## src/rtl/dds_pkg.sv

```systemverilog
// Definitions shared by the DDS modulator and demodulator: modulation mode
// codes and the demodulator FSM state type.
package dds_pkg;

  localparam logic [3:0] MODE_ASK  = 4'b1000;
  localparam logic [3:0] MODE_BPSK = 4'b1010;
  localparam logic [3:0] MODE_QPSK = 4'b1100;

  typedef enum logic [1:0] {
    IDLE,
    ACQ,
    INTEG
  } demod_state_t;

  function automatic logic mode_supported(input logic [3:0] mode);
    return (mode == MODE_ASK) || (mode == MODE_BPSK) || (mode == MODE_QPSK);
  endfunction

endpackage

```

## src/rtl/iq_integrator.sv

```systemverilog
// One correlator channel: registers sample*ref, then on the following edge
// loads or accumulates that product into a sign-extended ACC_W-bit integrator.
module iq_integrator #(
  parameter int ACC_W = 31
) (
  input  logic                    clk,
  input  logic                    rst_n,
  input  logic                    mul_en_i,
  input  logic signed [11:0]      sample_i,
  input  logic signed [11:0]      ref_i,
  input  logic                    load_i,
  input  logic                    accumulate_i,
  output logic signed [ACC_W-1:0] acc_o
);

  logic signed [23:0]      prod_q;
  logic signed [ACC_W-1:0] prod_ext;
  logic signed [ACC_W-1:0] acc_q;
  logic signed [ACC_W-1:0] acc_d;

  assign prod_ext = {{(ACC_W-24){prod_q[23]}}, prod_q};

  // NOTE: every variable written here gets a default first, so no path can infer a latch.
  always_comb begin
    acc_d = acc_q;
    if (load_i) begin
      acc_d = prod_ext;
    end else if (accumulate_i) begin
      acc_d = acc_q + prod_ext;
    end
  end

  // NOTE: registers use non-blocking assignments so every flop samples pre-edge values.
  always_ff @(posedge clk or negedge rst_n) begin
    if (!rst_n) begin
      prod_q <= '0;
      acc_q  <= '0;
    end else begin
      if (mul_en_i) begin
        prod_q <= 24'(sample_i) * 24'(ref_i);
      end
      acc_q <= acc_d;
    end
  end

  assign acc_o = acc_q;

endmodule

```

## src/rtl/dds_demod.sv

```systemverilog
// Coherent integrate-and-dump demodulator: correlates samples against the local
// carrier and decides one ASK/BPSK/QPSK symbol per SYMBOL_LEN accepted samples.
module dds_demod
  import dds_pkg::*;
#(
  parameter int                      SYMBOL_LEN = 64,
  parameter int                      ACC_W      = 24 + $clog2(SYMBOL_LEN) + 1,
  parameter logic signed [ACC_W-1:0] ASK_THRESH = ACC_W'(longint'(SYMBOL_LEN) << 20)
) (
  input  logic               clk,
  input  logic               rst,
  input  logic               en,
  input  logic [3:0]         mode,
  input  logic signed [11:0] sample,
  input  logic               sample_valid,
  input  logic signed [11:0] ref_sin,
  input  logic signed [11:0] ref_cos,
  input  logic               sym_start,
  output logic [1:0]         data,
  output logic               data_valid,
  output logic signed [11:0] soft_i,
  output logic signed [11:0] soft_q
);

  localparam int               CNT_W    = $clog2(SYMBOL_LEN);
  localparam logic [CNT_W-1:0] LAST_CNT = CNT_W'(SYMBOL_LEN - 1);

  demod_state_t            state_q, state_d;
  logic [CNT_W-1:0]        cnt_q, cnt_d;
  logic [3:0]              mode_q, dec_mode_q;
  logic                    vld1_q, first1_q, last1_q, dec_q;
  logic                    accept, sym_hit, sym_begin, sym_abort, take, take_last;
  logic signed [ACC_W-1:0] i_acc, q_acc;
  logic [1:0]              data_d, data_q;
  logic                    data_valid_q;
  logic signed [11:0]      soft_i_q, soft_q_q;

  always_ff @(posedge clk or negedge rst) begin
    if (!rst) begin
      state_q <= IDLE;
    end else begin
      state_q <= state_d;
    end
  end

  always_comb begin
    state_d = state_q;
    case (state_q)
      IDLE:    if (mode_supported(mode)) state_d = ACQ;
      ACQ: begin
        if (sym_begin)      state_d = INTEG;
        else if (sym_abort) state_d = IDLE;
      end
      INTEG:   if (sym_abort) state_d = IDLE;
      default: state_d = IDLE;
    endcase
    if (!en) begin
      state_d = IDLE;
    end
  end

  // A symbol starts on an explicit sym_start or on the sample after a wrap; an
  // unsupported mode at that moment drops back to IDLE instead.
  always_comb begin
    accept    = en && sample_valid && (state_q != IDLE);
    sym_hit   = accept && (sym_start || (state_q == INTEG && cnt_q == '0));
    sym_begin = sym_hit && mode_supported(mode);
    sym_abort = sym_hit && !mode_supported(mode);
    take      = sym_begin || (accept && state_q == INTEG && !sym_hit);
    take_last = take && !sym_begin && (cnt_q == LAST_CNT);
  end

  always_comb begin
    cnt_d = cnt_q;
    if (!en || sym_abort) begin
      cnt_d = '0;
    end else if (sym_begin) begin
      cnt_d = CNT_W'(1);
    end else if (take) begin
      cnt_d = cnt_q + CNT_W'(1);
    end
  end

  always_ff @(posedge clk or negedge rst) begin
    if (!rst) begin
      cnt_q      <= '0;
      mode_q     <= '0;
      vld1_q     <= 1'b0;
      first1_q   <= 1'b0;
      last1_q    <= 1'b0;
      dec_q      <= 1'b0;
      dec_mode_q <= '0;
    end else begin
      cnt_q    <= cnt_d;
      vld1_q   <= take;
      first1_q <= sym_begin;
      last1_q  <= take_last;
      dec_q    <= vld1_q && last1_q;
      if (sym_begin) begin
        mode_q <= mode;
      end
      if (vld1_q && last1_q) begin
        dec_mode_q <= mode_q;
      end
    end
  end

  iq_integrator #(.ACC_W(ACC_W)) u_int_i (
    .clk          (clk),
    .rst_n        (rst),
    .mul_en_i     (take),
    .sample_i     (sample),
    .ref_i        (ref_sin),
    .load_i       (vld1_q && first1_q),
    .accumulate_i (vld1_q && !first1_q),
    .acc_o        (i_acc)
  );

  iq_integrator #(.ACC_W(ACC_W)) u_int_q (
    .clk          (clk),
    .rst_n        (rst),
    .mul_en_i     (take),
    .sample_i     (sample),
    .ref_i        (ref_cos),
    .load_i       (vld1_q && first1_q),
    .accumulate_i (vld1_q && !first1_q),
    .acc_o        (q_acc)
  );

  // The decision reads the accumulators before a back-to-back reload lands.
  always_comb begin
    data_d = '0;
    case (dec_mode_q)
      MODE_BPSK: data_d = {1'b0, i_acc[ACC_W-1]};
      MODE_ASK:  data_d = {1'b0, i_acc > ASK_THRESH};
      MODE_QPSK: data_d = {i_acc[ACC_W-1], q_acc[ACC_W-1]};
      default:   data_d = '0;
    endcase
  end

  always_ff @(posedge clk or negedge rst) begin
    if (!rst) begin
      data_valid_q <= 1'b0;
      data_q       <= '0;
      soft_i_q     <= '0;
      soft_q_q     <= '0;
    end else begin
      data_valid_q <= dec_q;
      if (dec_q) begin
        data_q   <= data_d;
        soft_i_q <= i_acc[ACC_W-1 -: 12];
        soft_q_q <= q_acc[ACC_W-1 -: 12];
      end
    end
  end

  assign data       = data_q;
  assign data_valid = data_valid_q;
  assign soft_i     = soft_i_q;
  assign soft_q     = soft_q_q;

endmodule
```

## config.mk

```make
export PLATFORM = sky130hd
export DESIGN_NAME = dds_demod
export DESIGN_NICKNAME = d
export VERILOG_FILES = /design/src/rtl/dds_pkg.sv /design/src/rtl/iq_integrator.sv /design/src/rtl/dds_demod.sv
export SDC_FILE = /design/constraint.sdc
export NUM_CORES = 1
export LEC_CHECK = 0
export ABC_AREA = 1
export BUFFER_PORTS_ARGS = -buffer_cell sky130_fd_sc_hd__buf_4
export CORE_UTILIZATION = 35
export CTS_CLUSTER_DIAMETER = 120
export DETAILED_ROUTE_END_ITERATION = 12
export SYNTH_ARGS = -nofsm -noshare
export SYNTH_HDL_FRONTEND = slang
export SYNTH_SLANG_ARGS = --single-unit
```

## constraint.sdc

```tcl
create_clock -name clk -period 3.9 [get_ports clk]
set_input_delay 0.585 -clock clk [delete_from_list [all_inputs] [get_ports clk]]
set_output_delay 0.585 -clock clk [all_outputs]
set_load 0.01 [all_outputs]
```

==> run summary <==
DR pass1 iterations: 5
share of the synthesized area in the top cell type: 25.8%
DP Wirelength: 45,300 um
RSZ-0062 raised after global routing: yes
gpl congestion: 0.935
YS warnings: 0
Core Region: 60,700 um2
routed wire length: 57,100 um
Required @ worst endpoint: 4250 ps
global-route wire length before repair: 95,800 um
largest net degree at the start of global routing: 74
largest cells by area after synthesis: fa_1 26%, dfrtp_1 18%, nand2_1 15%
chip width: 250 um
clk_lat worst skew: 450 ps
WP data arrival: 4880 ps
synthesized flop and latch total: 157
EDFF count, synth: 0
post-route setup slack: -629 ps
die height: 250 um
status: complete, but fails checks
Async SR Flop Fraction: 100%
Setup Crit Path Kind: in2reg
Worst-path clk slew: 70 ps
post-synthesis net count: 3,406
# fillers: 5,961
vias in the first global route: 19,000
vias per cell: 4.75
CTS max path bufs: 2
share of layout cells above drive strength 1: 23.6%
fin crit period: 4530 ps
footprint of the multi-input gates: 17,000 um2
H-Tree Depth: 4
leading area contributor after synthesis: fa_1
Layout Skew: 13.1 ps
Util after Layout: 45.9%
sequential cell area: 3930 um2
syn_area_per_cell: 7.40 um2
Port-buffer cells: 71
DR DRC count: 0
Root Driver: clkbuf_16
Layout Nets: 3,655
Max-Cap Viols: 0
max-slew violations: 0
Ant. Diodes: 0
post-synthesis cell area: 21,600 um2
Total GRT Usage: 18.7%
Hold Buf Count CTS: 0
WL per Instance: 14.4 um
CTS tree: yes
violated checks: setup timing
Seq/Total Area, Yosys: 18.2%
Overflow after GRT: 0
Fmax: 221 MHz
ANT nets after route: 0
I/O pins: 72
Finish-stage setup viols: 32
CTS Buf Count: 17
Layout area overhead: 28.9%
initial antenna violation count: 0
number of clock sinks: 157
crit share post-route: 116%
Initial Util: 35.6%
DP Worst Slack: -1150 ps
CP startpoint kind: primary input
Rows: 90
Initial DRC Count: 1,078
Netlist cell types: 45
crit-path max FO: 4
Critical Path End Type: register
full die area: 62,700 um2
worst relative slew slack: 41.4%
dominant synthesized flop cell: dfrtp_1
total number of vias: 18,800
setup TNS: -13,300 ps
Fin. Hold Viols: 0
worst min-delay path category: in2async
Slew @ Worst Pin: 878 ps
Syn Inst Count: 2,919
[registers in the layout, summed over array words and instances, names as in the netlist, 4 cells and up]
signal,count
soft_i,12
u_int_q.prod_q,24
cnt_q,6
dec_mode_q,4
u_int_q.acc_o,31
u_int_i.prod_q,24
soft_q,12
mode_q,4
u_int_i.acc_o,31
[worst max-delay path: stages]
cell and delay [ps]:
buf_8 80, clkinvlp_4 130, or2_4 280, fa_2 530, inv_2 40, fa_2 520, inv_2 40, fa_2 520
inv_2 40, fa_1 560, fa_2 470, ha_4 300, a21oi_4 160, o31ai_2 70, a21oi_1 190, nand3_2 120
inv_1 80, nand2_1 60, nand3_2 60, nand2_1 50
[path summary, 6_finish.rpt]
path                                        from                 end  slack [ps]  depth (start not counted)
worst max register to register  u_int_q.acc_o[0]   u_int_q.acc_o[28]        1360                         13
min in group clk                         mode[1]           mode_q[1]         360                          3
worst min register to register         mode_q[3]           mode_q[3]         450                          2
worst max-delay path                 ref_cos[11]  u_int_q.prod_q[23]        -630                         20
max in group asynchronous                    rst   u_int_i.acc_o[10]        3040                          2
worst min-delay path                         rst    u_int_i.acc_o[3]         170                          1
[Yosys cell counts (3+ instances only)]
| cell | number |
|---|---|
| o21ai_0 | 105 |
| o221ai_1 | 12 |
| ha_1 | 164 |
| nor3_1 | 22 |
| clkbuf_1 | 63 |
| nand4_1 | 21 |
| o21bai_1 | 32 |
| nand3_1 | 121 |
| inv_1 | 629 |
| a31oi_1 | 9 |
| o211ai_1 | 12 |
| nor4_1 | 9 |
| inv_2 | 4 |
| o21ai_1 | 12 |
| nand3b_1 | 6 |
| xor2_1 | 18 |
| fa_1 | 278 |
| nand2_1 | 859 |
| dfrtp_1 | 157 |
| o22ai_1 | 4 |
| a22o_1 | 3 |
| a21oi_1 | 104 |
| xnor2_1 | 35 |
| a21o_1 | 11 |
| buf_1 | 6 |
| buf_2 | 7 |
| nor2_1 | 171 |
| buf_6 | 4 |
| or2_2 | 15 |
| o21a_1 | 5 |
[routing by layer]
metal / vias to the layer above / global-route usage [%] / part of all wire (%)
met5: - / 0 / 0
met4: 0 / 4.21 / 1.4
met3: 42 / 1.54 / 3.0
met2: 359 / 30.1 / 46
met1: 9029 / 27.1 / 50
li1: 9408 / - / -
[area by class of cell]
class,count,share of cell area [%]
Sequential cell,157,14.1
Timing Repair Buffer,310,10.7
Clock buffer,20,1.64
Tap cell,782,3.52
Clock inverter,12,0.445
Multi-Input combinational cell,2049,61.0
Inverter,633,8.59
[what timing repair did]
item | CTS | global route
gates resized for setup | 234 | 155
setup buffers | 30 | 14
pin swaps | 116 | 137
gates cloned | 1 | 1
setup endpoints to repair | 34 | 34
[cell families after synthesis]
kind of cell | after synthesis | synth area share, %
and+or+nand+nor | 1234 | 23.2
buffers and inverters | 713 | 12.6
adders and majority gates | 442 | 35.3
AOI/OAI and AO/OA | 320 | 8.62
DFF | 157 | 18.2
xor gates and xnor gates | 53 | 2.15
[stage by stage]
stage / std cells / cell area [um2] / hold slack (ps)
6_report: 3963 / 27800 / 170
3_3_place_gp: 3886 / 25300 / 431
3_5_place_dp: 3886 / 25300 / 437
5_1_grt: 3963 / 27800 / 226
4_1_cts: 3949 / 27100 / 186
2_1_floorplan: 2919 / 23100 / 289
[layout by cell type, fill, tap and decap left out, types with 21 or more instances in the layout]
master,synthesis,routed
fa_1,278,244
buf_4,0,221
inv_2,4,70
fa_2,0,34
ha_1,164,114
xnor2_1,35,27
nand2_1,859,760
o21ai_1,12,29
nor2_1,171,140
nand2_4,2,46
buf_6,4,49
o21bai_1,32,32
buf_12,0,23
o21ai_0,105,69
inv_1,629,558
dfrtp_1,157,157
ha_4,0,45
nand4_1,21,21
a21oi_1,104,68
nand2_2,1,53
nand3_1,121,100
Power is not shown: default switching activity piles up to over one toggle a cycle in this logic, so the estimate is an artifact.
